<file path="src/rtl/fetch_unit.sv">
// Instruction-fetch stage: owns the PC, reads the combinational instruction
// memory and fills the IF/ID register, with stall, redirect and halt handling.
module fetch_unit #(
  parameter logic [31:0] RESET_PC     = 32'd0,
  parameter logic [31:0] PC_STEP      = 32'd1,
  parameter int          MEM_DEPTH    = 32,
  parameter bit          HALT_ON_ZERO = 1'b1
) (
  input  logic        clk,
  input  logic        reset,
  output logic [31:0] imem_addr,
  input  logic [31:0] imem_data,
  input  logic        stall,
  input  logic        redirect_valid,
  input  logic [31:0] redirect_target,
  output logic [31:0] if_id_instr,
  output logic [31:0] if_id_pc,
  output logic        if_id_valid,
  output logic        halted,
  output logic [31:0] fetch_count
);

  localparam logic [31:0] NOP       = 32'h0000_0013;
  localparam logic [31:0] DEPTH     = 32'(MEM_DEPTH);
  localparam logic [0:0]  ST_RUN    = 1'b0;
  localparam logic [0:0]  ST_HALT   = 1'b1;

  logic [0:0]  state_q, state_d;
  logic [31:0] pc_q, pc_d;
  logic [31:0] instr_q, instr_d;
  logic [31:0] ifpc_q, ifpc_d;
  logic        valid_q, valid_d;
  logic [31:0] count_q, count_d;
  logic        halt_cond;

  function automatic logic [31:0] sat_inc(input logic [31:0] v);
    return (v == 32'hFFFF_FFFF) ? v : v + 32'd1;
  endfunction

  // Halt on a PC past the end of memory, or on an all-zero word when enabled.
  assign halt_cond = (pc_q >= DEPTH) || (HALT_ON_ZERO && (imem_data == 32'd0));

  always_comb begin
    state_d = state_q;
    pc_d    = pc_q;
    instr_d = instr_q;
    ifpc_d  = ifpc_q;
    valid_d = valid_q;
    count_d = count_q;
    if (state_q == ST_RUN) begin
      if (redirect_valid) begin
        pc_d    = redirect_target;
        instr_d = NOP;
        ifpc_d  = 32'd0;
        valid_d = 1'b0;
      end else if (stall) begin
        pc_d = pc_q;
      end else if (halt_cond) begin
        state_d = ST_HALT;
        instr_d = NOP;
        valid_d = 1'b0;
      end else begin
        instr_d = imem_data;
        ifpc_d  = pc_q;
        valid_d = 1'b1;
        pc_d    = pc_q + PC_STEP;
        count_d = sat_inc(count_q);
      end
    end else begin
      // IF/ID already flushed on entry to HALT; only a redirect restarts fetch.
      if (redirect_valid) begin
        state_d = ST_RUN;
        pc_d    = redirect_target;
      end
    end
  end

  always_ff @(posedge clk or posedge reset) begin
    if (reset) begin
      state_q <= ST_RUN;
      pc_q    <= RESET_PC;
      instr_q <= NOP;
      ifpc_q  <= 32'd0;
      valid_q <= 1'b0;
      count_q <= 32'd0;
    end else begin
      state_q <= state_d;
      pc_q    <= pc_d;
      instr_q <= instr_d;
      ifpc_q  <= ifpc_d;
      valid_q <= valid_d;
      count_q <= count_d;
    end
  end

  assign imem_addr   = pc_q;
  assign if_id_instr = instr_q;
  assign if_id_pc    = ifpc_q;
  assign if_id_valid = valid_q;
  assign halted      = (state_q == ST_HALT);
  assign fetch_count = count_q;

endmodule

</file>
<file path="config.mk">
export PLATFORM = sky130hd
export DESIGN_NAME = fetch_unit
export DESIGN_NICKNAME = d
export VERILOG_FILES = /design/src/rtl/fetch_unit.sv
export SDC_FILE = /design/constraint.sdc
export NUM_CORES = 1
export LEC_CHECK = 0
export ABC_AREA = 1
export CAP_MARGIN = 20
export CORE_AREA = 2 2 162 164
export CTS_CLUSTER_SIZE = 30
export DETAILED_ROUTE_END_ITERATION = 12
export DIE_AREA = 0 0 164 166
export GPL_ROUTABILITY_DRIVEN = 0
export PLACE_DENSITY_LB_ADDON = 0.05
export SKIP_LAST_GASP = 1
export SYNTH_ARGS = -nofsm -noshare
export SYNTH_HDL_FRONTEND = slang
export SYNTH_SLANG_ARGS = --single-unit
</file>
<file path="constraint.sdc">
create_clock -name clk -period 6.65 [get_ports clk]
set_input_delay 1.6625 -clock clk [delete_from_list [all_inputs] [get_ports clk]]
set_output_delay 1.6625 -clock clk [all_outputs]
set_load 0.02 [all_outputs]
</file>
; Word-level counts from Yosys, hierarchy flattened
; Index checks and enable logic that the tools add are counted.
[op_classes]
add_sub_neg = 2
n_lt_le_gt_ge = 1
n_eq_ne = 4
muxes = 19
bitwise = 5
reduce_logical = 6
[op_table]
columns = operator, count
row1 = $mux 32, 11
row2 = $add 32x1->32 const B, 2
row3 = $eq 32x32->1 const B, 1
row4 = $ge 32x6->1 const B, 1
row5 = $logic_not 32->1, 1
row6 = $mux 1, 8
row7 = $reduce_and 3->1, 2
row8 = $not 1->1, 5
row9 = $reduce_and 5->1, 1
row10 = $ne 2x2->1 const B, 2
row11 = $ne 2x1->1 const B, 1
row12 = $reduce_and 2->1, 1
row13 = $logic_or 1x1->1, 1
[totals]
reg_bits = 130
output_inout_bits = 130
wordCells = 43

; Logic depth before layout (Yosys ltp)
; Gate-level depths: netlist of run 1.
[logic_depth]
depth_word = 6
depth_mapped = 12

; Worst setup path after synthesis of run 1
; OpenSTA, ideal clock, no wires.
[synth_timing]
kind = input to register
startpoint = input imem_data[3]
endpoint = register ifpc_q[10] (netlist: if_id_pc[10])
setup_time_ns = 0.071
arrival_ns = 2.685
slack_ns = 3.894
stages = 12
path_buffers = 1
cell_sequence = inv_1 nand2_1 nor2_1 nand2_1 nor2_1 nand2_1 nand2_1 nand2_1 nand2_1 inv_2 buf_4 nor2_1
[synth_via]
elab_chain_len = 4
[synth_lines]
columns = item, line
row1 = start: declaration, 12  ; input logic [31:0] imem_data,
row2 = $logic_not 32->1, 41  ; assign halt_cond = (pc_q >= DEPTH) || (HALT_ON_ZERO && (imem_data == 32'd0));
row3 = $logic_or 1x1->1, 41
row4 = $ne 2x2->1 (no source line), -
row5 = $reduce_and 3->1 (no source line), -
row6 = end signal: assignment, 90  ; ifpc_q <= ifpc_d;
row7 = end: declaration, 31  ; logic [31:0] ifpc_q, ifpc_d;
; No other way between the ends.
; A chain may end at the register's enable or synchronous reset.

; Worst setup path after layout of run 1
[layout_timing]
startpoint = input imem_data[29]
endpoint = register count_q[18] (netlist: fetch_count[18])
[layout_via]
elab_chain_len = 4
[layout_lines]
columns = item, line
row1 = $logic_not 32->1, 41
row2 = $logic_or 1x1->1, 41
row3 = $not 1->1 (no source line), -
row4 = $reduce_and 5->1 (no source line), -
row5 = end signal: assignment, 92  ; count_q <= count_d;
row6 = end: declaration, 33  ; logic [31:0] count_q, count_d;
; No other way between the ends.

==> metrics.sh, run 1 <==
RUN_STATUS='complete, no violations'
FINAL-SEQ-AREA_UM2=3260
TIMING.FINAL.WS_SETUP_NS=3.14
DETAILED_ROUTE_WIRE_LENGTH_PER_CELL_UM=14.4
CLOCK_SINKS=130
ANT_NETS=0
GRT_REMAINING_OVERFLOW=0
DIE_H_UM=166
GLOBAL_ROUTER_S_OVERALL_RESOURCE_USAGE=0.149
DRV.MAX_CAP_VIOLATION_COUNT=0
FINALINSTANCEAREA_UM2=9230
SOURCE_TO_SINK_CLOCK_DELAY_AT_THE_LATER_PIN_OF_THE_WORST_SKEW_PAIR_NS=0.42
CLOCK_INPUT_TRANSITION_AT_THE_SEQUENTIAL_CELLS_OF_THE_WORST_SETUP_AND_HOLD_PATHS_NS=0.07
SYNTH.AVG_CELL_AREA_UM2=7.66
SLEW_HEADROOM=0.362
TIMING.SETUP.CRITICAL_PATH_CLASS='in -> reg'
CTS.ROOT.BUFFER_CELL='clkbuf_16'
CTS_TREE='built'
WORST_PATH_MAX_DELAY_CELL='nand4_2'
ROUTED_VIA_DENSITY=4.13
POWER_REPORT.INTERNAL_TOTAL_mW=1.47
SYNTHDOMINANTCELLAREASHARE=0.503
POSTCTSSETUPBUFFERS=0
ROUTED_WIRELENGTH_MM=19.8
SWITCHING_PART_OF_THE_TOTAL_POWER=0.268
SHARE_CLK_OF_TOTAL_POWER=0.485
SYNTH-SEQ-AREA-SHARE=0.516
DESIGN.CORE.AREA_UM2=25600
NETSWITCHINGPOWER_mW=0.537
SYNTHESIS.YOSYS.WARNINGS=0
CTS.REPAIR.RESIZED=0
SYNTH.LIB_CELLS_USED.DISTINCT=31
PLACE.PORT_BUFFERS=197
IO_PINS=198
P_LEAK_nW=4.25
FIRST_PASS_GRT_WIRE_LENGTH_MM=31.6
YS_FF_LATCH=130
MAXSLEWVIOLCOUNT=0
FINAL.MIN_CLOCK_PERIOD_NS=3.51
SETUP_VIOL_COUNT_FINAL=0
FINALCLOCKSKEW_NS=0.0130
GRT_PASS1_VIAS=5613
POWER_PER_CELL_AREA_nW_PER_UM2=217
HPWLAFTERDP_MM=14.2
WORST_EP_ARRIVAL_TIME_NS=3.81
N_ANTENNA_CELL=0
AREA.GROWTH.SYNTH_TO_FINAL_PCT=46.1
DETAILEDROUTE.FIRSTPASSITERATIONCOUNT=4
CELL_AREA_AFTER_TECHNOLOGY_MAPPING_UM2=6320
SYN-INSTANCE-COUNT=825
SYNTHTOPCELLSBYAREA='dfrtp_1 (50%), nand2_1 (18%), nor2_1 (6.6%)'
CTS_MAX_LEVEL=4
FMAX_GHz=0.285
SETUP.WORST_PATH.START='imem_data[29]'
N_FILL_CELL=2728
PATH_MAX_FANOUT=29
DIE_AREA_UM2=27200
POWER_FRAC_SEQ=0.414
CRIT_PATH_MAX_INCR_DELAY_NS=0.72
TIGHTESTPINTRANSITION_NS=0.956
ROUTE.DETAILED.DRC=0
HOLD_PATH_STARTPOINT='if_id_instr[16]'
GRT_MAX_DEGREE=91
DRIVE_ABOVE_1_SHARE=0.0617
RSZ0062_AT_GRT='false'
CTS_MADE_BUFFERS=17
FLOORPLAN.INITIALDENSITY=0.247
GLOBALROUTE.BUSIESTLAYER='met2'
SYNTH_AREA_LEADER_CELL='dfrtp_1'
CP_DATA_REQUIRED_TIME_NS=6.95
POWER.SHARE.COMBINATIONAL=0.101
CRITPATHCAPTURETYPE='flop'
CLASS_OF_THE_TIGHTEST_HOLD_OR_REMOVAL_CHECK='reg -> reg'
POSTSYNTHNETCOUNT=896
ROWS=59
VDD.IR_DROP.WORST_mV=0.105
DIE_X_UM=164
TIMING.CRITICAL_PATH.CELLS='clkdlybuf4s50_1 > nor2_1 > nand2_1 > nor2_1 > nand2_1 > nor2_1 > nor2_1 > nand4_2 > nand2_1 > nand2_1'
CRIT-REG2REG-LAUNCH='imem_addr[12]'
TIMING.CRITICAL_PATH.FROM_TYPE='input pin'
GRT_USE_MET2=0.241
FINAL-HOLD-VIOLATION-COUNT=0
CTS.PATH.MAX_BUFFERS=2
DPL_WORST_SLACK_NS=2.64
MET1_USAGE=0.193
PLACEMENT_CELL_AREA_UM2=8630
MULTI_INPUT_COMB_AREA_UM2=2540
POST-ROUTE-PERIOD-UTIL=0.528
FINALSETUPTNS_NS=0
M3_GR_USAGE=0.0425
FINISH.NET_COUNT=1095
ANTENNA_FOUND_INITIAL=0
INITIALDRTVIOLATIONCOUNT=297
HOLDBUFCOUNTCTS=0
DR_TOTAL_VIAS=5670
metrics by stage:
stage	utilization	hold WS, ns	power [mW]	cells
after floorplan	-	0.585	0.937	825
after CTS	0.360	0.489	2.04	1372
after global placement	0.337	0.467	1.05	1340
after detailed placement	0.337	0.473	1.05	1340
after global routing	0.360	0.504	2.09	1372
final	0.360	0.482	2.00	1372
worst max-delay path, delay by kind of cell:
family,cells,cell delay (ns)
buffers and inverters,1,0.50
AND/OR/NAND/NOR,9,1.61
cells in the mapped netlist:
library cell / n
buf_6: 4
nand2_4: 1
o22ai_1: 1
and2_0: 1
clkbuf_1: 12
inv_1: 101
inv_2: 2
nor2_4: 2
a21oi_1: 2
nor2b_1: 1
ha_1: 3
nor3_1: 7
nand3_1: 35
nand2_1: 306
nor2_1: 111
nand4_2: 1
nand3_2: 11
nand4_1: 3
nand2_2: 1
xnor2_1: 9
buf_2: 4
o21ai_0: 46
buf_4: 2
o21bai_1: 3
dfrtp_1: 127
xor2_1: 12
dfstp_2: 3
nor2_2: 5
nand3b_1: 6
clkinv_1: 2
buf_1: 1
power by group through the flow:
stage               Clock, mW  Combinational, mW  Sequential [mW]
floorplan                   0             0.0727            0.864
global placement            0              0.208            0.845
detailed placement          0              0.207            0.845
CTS                      1.00              0.208            0.831
global route             1.04              0.226            0.833
finish                  0.972              0.201            0.830
metal layers:
| layer | wire length (µm) | share of wire |
|---|---|---|
| met1 | 9050 | 0.46 |
| met2 | 9450 | 0.48 |
| met3 | 1090 | 0.055 |
| met4 | 204 | 0.010 |
| met5 | 0 | 0 |
flip-flops by register name, summed over array words and instances (netlist names):
| name | count |
|---|---|
| fetch_count | 32 |
| halted | 1 |
| if_id_instr | 32 |
| if_id_pc | 32 |
| if_id_valid | 1 |
| imem_addr | 32 |
cell type report:
cell class | instances | share of cell area
clock buffers | 18 | 0.0465
clock inverters | 14 | 0.0182
inverters | 105 | 0.0433
multi-input cells | 567 | 0.275
flip-flops and latches | 130 | 0.353
well taps | 335 | 0.0454
repair buffers | 203 | 0.219
layout by cell type, fill, tap and decap left out, drive strengths merged, types with 2 or more instances in the layout:
| master | synthesis | layout |
|---|---|---|
| nor2 | 118 | 118 |
| xnor2 | 9 | 9 |
| nand4 | 4 | 4 |
| nand3b | 6 | 6 |
| dfstp | 3 | 3 |
| nand3 | 46 | 46 |
| clkinv | 2 | 5 |
| ha | 3 | 3 |
| dfrtp | 127 | 127 |
| inv | 103 | 111 |
| nor3 | 7 | 7 |
| buf | 11 | 6 |
| o21ai | 46 | 46 |
| a21oi | 2 | 2 |
| bufinv | 0 | 2 |
| o21bai | 3 | 3 |
| clkdlybuf4s50 | 0 | 197 |
| xor2 | 12 | 12 |
| clkbuf | 12 | 18 |
| nand2 | 308 | 308 |
cell families after synthesis:
group | count (synthesis) | synth area share
xor+xnor | 21 | 0.0291
compound gates | 52 | 0.0426
simple gates | 491 | 0.324
buf+inv | 128 | 0.0828
fa+ha+maj | 3 | 0.00594
flops | 130 | 0.516
path summary, 6_finish.rpt:
check	cells after the start	slack, ns	end
max reg2reg	9	4.33	fetch_count[18]
min in group asynchronous	2	1.78	if_id_pc[7]
min reg2reg	2	0.48	if_id_instr[16]
min	2	0.48	if_id_instr[16]
max in group asynchronous	3	3.72	if_id_instr[1]
max	10	3.14	fetch_count[18]
Note: power is estimated with default switching activity, not from simulation.
==> run 2: changes to the inputs <==
clock period = 2.93 ns   (was 6.65 ns; I/O delays follow)
==> metrics.sh, run 2 (same netlist as run 1, synthesis figures left out) <==
RUN_STATUS='complete, no violations'
HOLD_PATH_STARTPOINT='if_id_instr[10]'
TIMING.SETUP.CRITICAL_PATH_CLASS='reg -> out'
FINISH.NET_COUNT=1102
CRIT_PATH_MAX_INCR_DELAY_NS=0.65
DETAILEDROUTE.FIRSTPASSITERATIONCOUNT=4
FINALCLOCKSKEW_NS=0.0135
CLOCK_INPUT_TRANSITION_AT_THE_SEQUENTIAL_CELLS_OF_THE_WORST_SETUP_AND_HOLD_PATHS_NS=0.07
POWER_PER_CELL_AREA_nW_PER_UM2=487
DIE_AREA_UM2=27200
MAXSLEWVIOLCOUNT=0
DR_TOTAL_VIAS=5659
RSZ0062_AT_GRT='false'
WORST_EP_ARRIVAL_TIME_NS=1.58
ROUTED_WIRELENGTH_MM=19.9
CLOCK_SINKS=130
FINAL.MIN_CLOCK_PERIOD_NS=2.31
FIRST_PASS_GRT_WIRE_LENGTH_MM=32.0
N_ANTENNA_CELL=0
CTS.REPAIR.RESIZED=0
ANTENNA_FOUND_INITIAL=0
FINALINSTANCEAREA_UM2=9340
DRV.MAX_CAP_VIOLATION_COUNT=0
CLASS_OF_THE_TIGHTEST_HOLD_OR_REMOVAL_CHECK='reg -> reg'
GLOBAL_ROUTER_S_OVERALL_RESOURCE_USAGE=0.151
CRITPATHCAPTURETYPE='primary output'
ROUTE.DETAILED.DRC=0
CTS_MADE_BUFFERS=17
HOLDBUFCOUNTCTS=0
SOURCE_TO_SINK_CLOCK_DELAY_AT_THE_LATER_PIN_OF_THE_WORST_SKEW_PAIR_NS=0.42
CTS_MAX_LEVEL=4
CP_DATA_REQUIRED_TIME_NS=2.20
TIGHTESTPINTRANSITION_NS=0.656
SLEW_HEADROOM=0.558
CRITPATHBUFINV=1
TIMING.CRITICAL_PATH.FROM_TYPE='flop'
SETUP.WORST_PATH.START='if_id_instr[0]'
RRSETUPSLACK_NS=0.95
FINAL_CELL_MIX='nand2_1 (306), clkdlybuf4s50_1 (197), dfrtp_1 (127)'
CRIT-REG2REG-CAPTURE='fetch_count[24]'
FMAX_GHz=0.432
HPWLAFTERDP_MM=14.5
FINAL-HOLD-VIOLATION-COUNT=0
PLACEMENT_CELL_AREA_UM2=8740
FINAL_COMMON_CELL='nand2_1'
POSTCTSSETUPBUFFERS=0
WORST_PATH_MAX_DELAY_CELL='clkdlybuf4s50_1'
DRIVE_ABOVE_1_SHARE=0.0680
WORST_HOLD_PATH.ENDPOINT='if_id_instr[10]'
GRT_MAX_DEGREE=73
WORST_R2R_PATH_DEPTH=11
CPLARGESTDELAYFAMILY='buffers and inverters'
TIMING.CRITICAL_PATH.CELLS='clkdlybuf4s50_1'
CTS_TREE='built'
FINAL_CORE_DENSITY=0.365
GRT_PASS1_VIAS=5817
POST-ROUTE-PERIOD-UTIL=0.790
P_LEAK_nW=4.30
INITIALDRTVIOLATIONCOUNT=280
ROUTED_VIA_DENSITY=4.10
DIE_H_UM=166
AREA.GROWTH.SYNTH_TO_FINAL_PCT=47.9
ANT_NETS=0
GRT_REMAINING_OVERFLOW=0
PLACE.PORT_BUFFERS=197
CTS.PATH.MAX_BUFFERS=2
SETUP_VIOL_COUNT_FINAL=0
VDD.IR_DROP.WORST_mV=0.235
CRIT-REG2REG-LAUNCH='fetch_count[0]'
IO_PINS=198
DETAILED_ROUTE_WIRE_LENGTH_PER_CELL_UM=14.4
N_FILL_CELL=2738
DIE_X_UM=164
PATH_MAX_FANOUT=2
CELL_DEPTH_OF_THE_WORST_HOLD_PATH=2
ROWS=59
FLOORPLAN.INITIALDENSITY=0.247
CTS.ROOT.BUFFER_CELL='clkbuf_16'
FINALSETUPTNS_NS=0
WORST_SLACK_ON_HOLD_PATHS_NS=0.481
DESIGN.CORE.AREA_UM2=25600
run 2: cell types whose count changed in the layout (fill, tap and decap cells not counted), sizes merged:
cell      previous run  this run
clkinvlp             1         4
inv                111       109
clkinv               5         4
buf                  6        13
run 2: worst max path at each step:
stage,slack [ns],end,cells past startpoint
2_1_floorplan,0.59,fetch_count[0],1
3_3_place_gp,0.28,if_id_pc[14],12
3_5_place_dp,0.24,if_id_pc[26],12
4_1_cts,0.60,if_id_instr[0],1
5_1_grt,0.48,imem_addr[2],11
6_report,0.62,if_id_instr[0],1
run 2: power by group:
part | total (mW) | switching (mW) | internal (mW)
Combinational | 0.472 | 0.259 | 0.212
Clock | 2.20 | 0.908 | 1.29
Sequential | 1.88 | 0.0434 | 1.84
run 2: per-layer routing:
metal  wire length [µm]  up-vias  GRT usage
li1                   -     2919          -
met1               8880     2604      0.191
met2               9510      126      0.246
met3               1280       10     0.0542
met4                193        0     0.0351
met5                  0        -          0
run 2: metrics by stage:
step | setup WS, ns | total power, mW | cells
after floorplan | 0.591 | 2.13 | 825
after global placement | 0.279 | 2.40 | 1347
final | 0.616 | 4.55 | 1379
after global routing | 0.477 | 4.79 | 1379
after CTS | 0.597 | 4.65 | 1379
after detailed placement | 0.236 | 2.40 | 1347
run 2: layout make-up:
class | count | area (µm²) | area share
clock buffers | 18 | 429 | 0.0459
clock inverters | 14 | 171 | 0.0183
inverters | 105 | 398 | 0.0426
multi-input cells | 567 | 2540 | 0.271
flip-flops and latches | 130 | 3260 | 0.349
well taps | 335 | 419 | 0.0449
repair buffers | 210 | 2130 | 0.228
==> run 3: changes to the inputs <==
clock period = 1.9 ns   (was 2.93 ns; I/O delays follow)
==> metrics.sh, run 3 (same netlist as run 1, synthesis figures left out) <==
N_ANTENNA_CELL=0
GLOBAL_ROUTER_S_OVERALL_RESOURCE_USAGE=0.152
FINAL.MIN_CLOCK_PERIOD_NS=1.86
WORST_PATH_MAX_DELAY_CELL='dfrtp_1'
GRT_REMAINING_OVERFLOW=0
P_LEAK_nW=5.33
CP_DATA_REQUIRED_TIME_NS=1.42
CLOCK_INPUT_TRANSITION_AT_THE_SEQUENTIAL_CELLS_OF_THE_WORST_SETUP_AND_HOLD_PATHS_NS=0.06
CRIT_PATH_MAX_INCR_DELAY_NS=0.40
CTS_MADE_BUFFERS=17
AREA.GROWTH.SYNTH_TO_FINAL_PCT=55.9
ANTENNA_FOUND_INITIAL=1
N_FILL_CELL=2739
TIMING.CRITICAL_PATH.CELLS='buf_4 > buf_4 > dlygate4sd2_1'
DR_TOTAL_VIAS=5868
DESIGN.CORE.AREA_UM2=25600
WORST_R2R_PATH_DEPTH=11
FINAL-HOLD-VIOLATION-COUNT=0
DIE_AREA_UM2=27200
VDD.IR_DROP.WORST_mV=0.432
FINALNONFILLERCELLS=1438
TOTAL_POWER_mW=6.82
SOURCE_TO_SINK_CLOCK_DELAY_AT_THE_LATER_PIN_OF_THE_WORST_SKEW_PAIR_NS=0.41
FIRST_PASS_GRT_WIRE_LENGTH_MM=32.2
WORST_EP_ARRIVAL_TIME_NS=1.39
RRSETUPSLACK_NS=0.11
FLOORPLAN.INITIALDENSITY=0.247
CPMOSTUSEDCELL='buf_4'
WORST_SLACK_ON_HOLD_PATHS_NS=0.331
DETAILEDROUTE.FIRSTPASSITERATIONCOUNT=4
HOLDBUFCOUNTCTS=0
IO_PINS=198
CLASS_OF_THE_TIGHTEST_HOLD_OR_REMOVAL_CHECK='in -> async'
GRT_MAX_DEGREE=68
CPLARGESTDELAYFAMILY='buffers and inverters'
ROUTED_WIRELENGTH_MM=20.7
CTS.PATH.MAX_BUFFERS=2
FINAL_CELL_MIX='nand2_1 (304), dfrtp_1 (120), inv_1 (100)'
GRT_PASS1_VIAS=5765
INITIALDRTVIOLATIONCOUNT=230
TIGHTESTPINTRANSITION_NS=0.405
CLOCK_SINKS=130
POST-ROUTE-PERIOD-UTIL=0.980
DETAILED_ROUTE_WIRE_LENGTH_PER_CELL_UM=14.4
CRITPATHBUFINV=3
FINISH.NET_COUNT=1161
PATH_MAX_FANOUT=3
SLEW_HEADROOM=0.730
SETUP_VIOL_COUNT_FINAL=0
DIE_H_UM=166
CRITPATHCAPTURETYPE='primary output'
TIMING.CRITICAL_PATH.FROM_TYPE='flop'
CTS_TREE='built'
RUN_STATUS='complete, no violations'
CTS_MAX_LEVEL=4
CRIT-REG2REG-CAPTURE='fetch_count[19]'
DRIVE_ABOVE_1_SHARE=0.140
ROUTED_VIA_DENSITY=4.08
RSZ0062_AT_GRT='true'
PLACE.PORT_BUFFERS=197
ROUTE.DETAILED.DRC=0
FINAL_COMMON_CELL='nand2_1'
POWER_PER_CELL_AREA_nW_PER_UM2=692
CTS.ROOT.BUFFER_CELL='clkbuf_16'
TIMING.SETUP.CRITICAL_PATH_CLASS='reg -> out'
DRV.MAX_CAP_VIOLATION_COUNT=0
PLACE.DETAILED.INSTANCES=1394
DIE_X_UM=164
MAXSLEWVIOLCOUNT=0
ANT_NETS=0
FMAX_GHz=0.537
ROWS=59
CRIT-REG2REG-LAUNCH='fetch_count[11]'
FINALCLOCKSKEW_NS=0.0110
HPWLAFTERDP_MM=15.0
-- run 3: changes by cell type in the layout (fill, tap and decap cells not counted), sizes merged --
cell,change
clkdlybuf4s50,-104
dlymetal6s2s,+26
inv,+2
buf,+57
clkbuf,+1
clkinv,+1
dlygate4sd2,+78
bufinv,-2
-- run 3: metal layers --
metal / global-route usage / up-vias / routed length [µm]
met2: 0.246 / 136 / 9930
met3: 0.0502 / 14 / 1370
met4: 0.0381 / 2 / 257
met1: 0.196 / 2672 / 9090
met5: 0 / - / 13
li1: - / 3044 / -
-- run 3: worst register-to-register path: cells and delay by family, from the launching register on --
| kind | cells | cell delay (ns) |
|---|---|---|
| buffers and inverters | 2 | 0.30 |
| DFF | 1 | 0.43 |
| and+or+nand+nor | 9 | 0.96 |
-- run 3: worst max-delay path by stage --
stage	start	to	slack, ns	depth (start not counted)
2_1_floorplan	reset	fetch_count[0]	-0.18	1
3_3_place_gp	imem_data[25]	if_id_pc[13]	-0.43	12
3_5_place_dp	imem_data[25]	if_id_pc[15]	-0.46	12
4_1_cts	if_id_instr[31]	if_id_instr[31]	0.001	1
5_1_grt	imem_addr[11]	fetch_count[3]	-0.02	12
6_report	fetch_count[1]	fetch_count[1]	0.04	3
-- run 3: layout make-up --
cell class | instances | area [µm²] | area share
Clock buffer | 17 | 425 | 0.0432
Clock inverter | 15 | 136 | 0.0139
Inverter | 105 | 400 | 0.0407
Multi-Input combinational cell | 567 | 2590 | 0.263
Sequential cell | 130 | 3270 | 0.332
Tap cell | 335 | 419 | 0.0426
Timing Repair Buffer | 269 | 2610 | 0.265
-- run 3: through the flow --
step                      cell area (µm²)  setup TNS [ns]  setup slack, ns  utilization
after floorplan                      6320          -23.09           -0.182            -
after global placement               9110          -30.99           -0.434        0.356
after detailed placement             9110          -31.21           -0.456        0.356
after CTS                            9570               0          0.00142        0.374
after global routing                 9850          -0.277          -0.0171        0.384
final                                9850               0           0.0379        0.384
-- run 3: power breakdown --
| part | internal (mW) | total [mW] | leakage [nW] | switching [mW] |
|---|---|---|---|---|
| combinational | 0.338 | 0.757 | 3.33 | 0.418 |
| sequential | 2.84 | 2.90 | 1.73 | 0.0603 |
| clock | 1.73 | 3.17 | 0.270 | 1.43 |
-- run 3: what timing repair did --
action	in CTS	in global routing
resized for setup	79	54
pin swaps	0	4
cloned	0	3
endpoints found under the setup margin	105	95
setup buffers	0	9
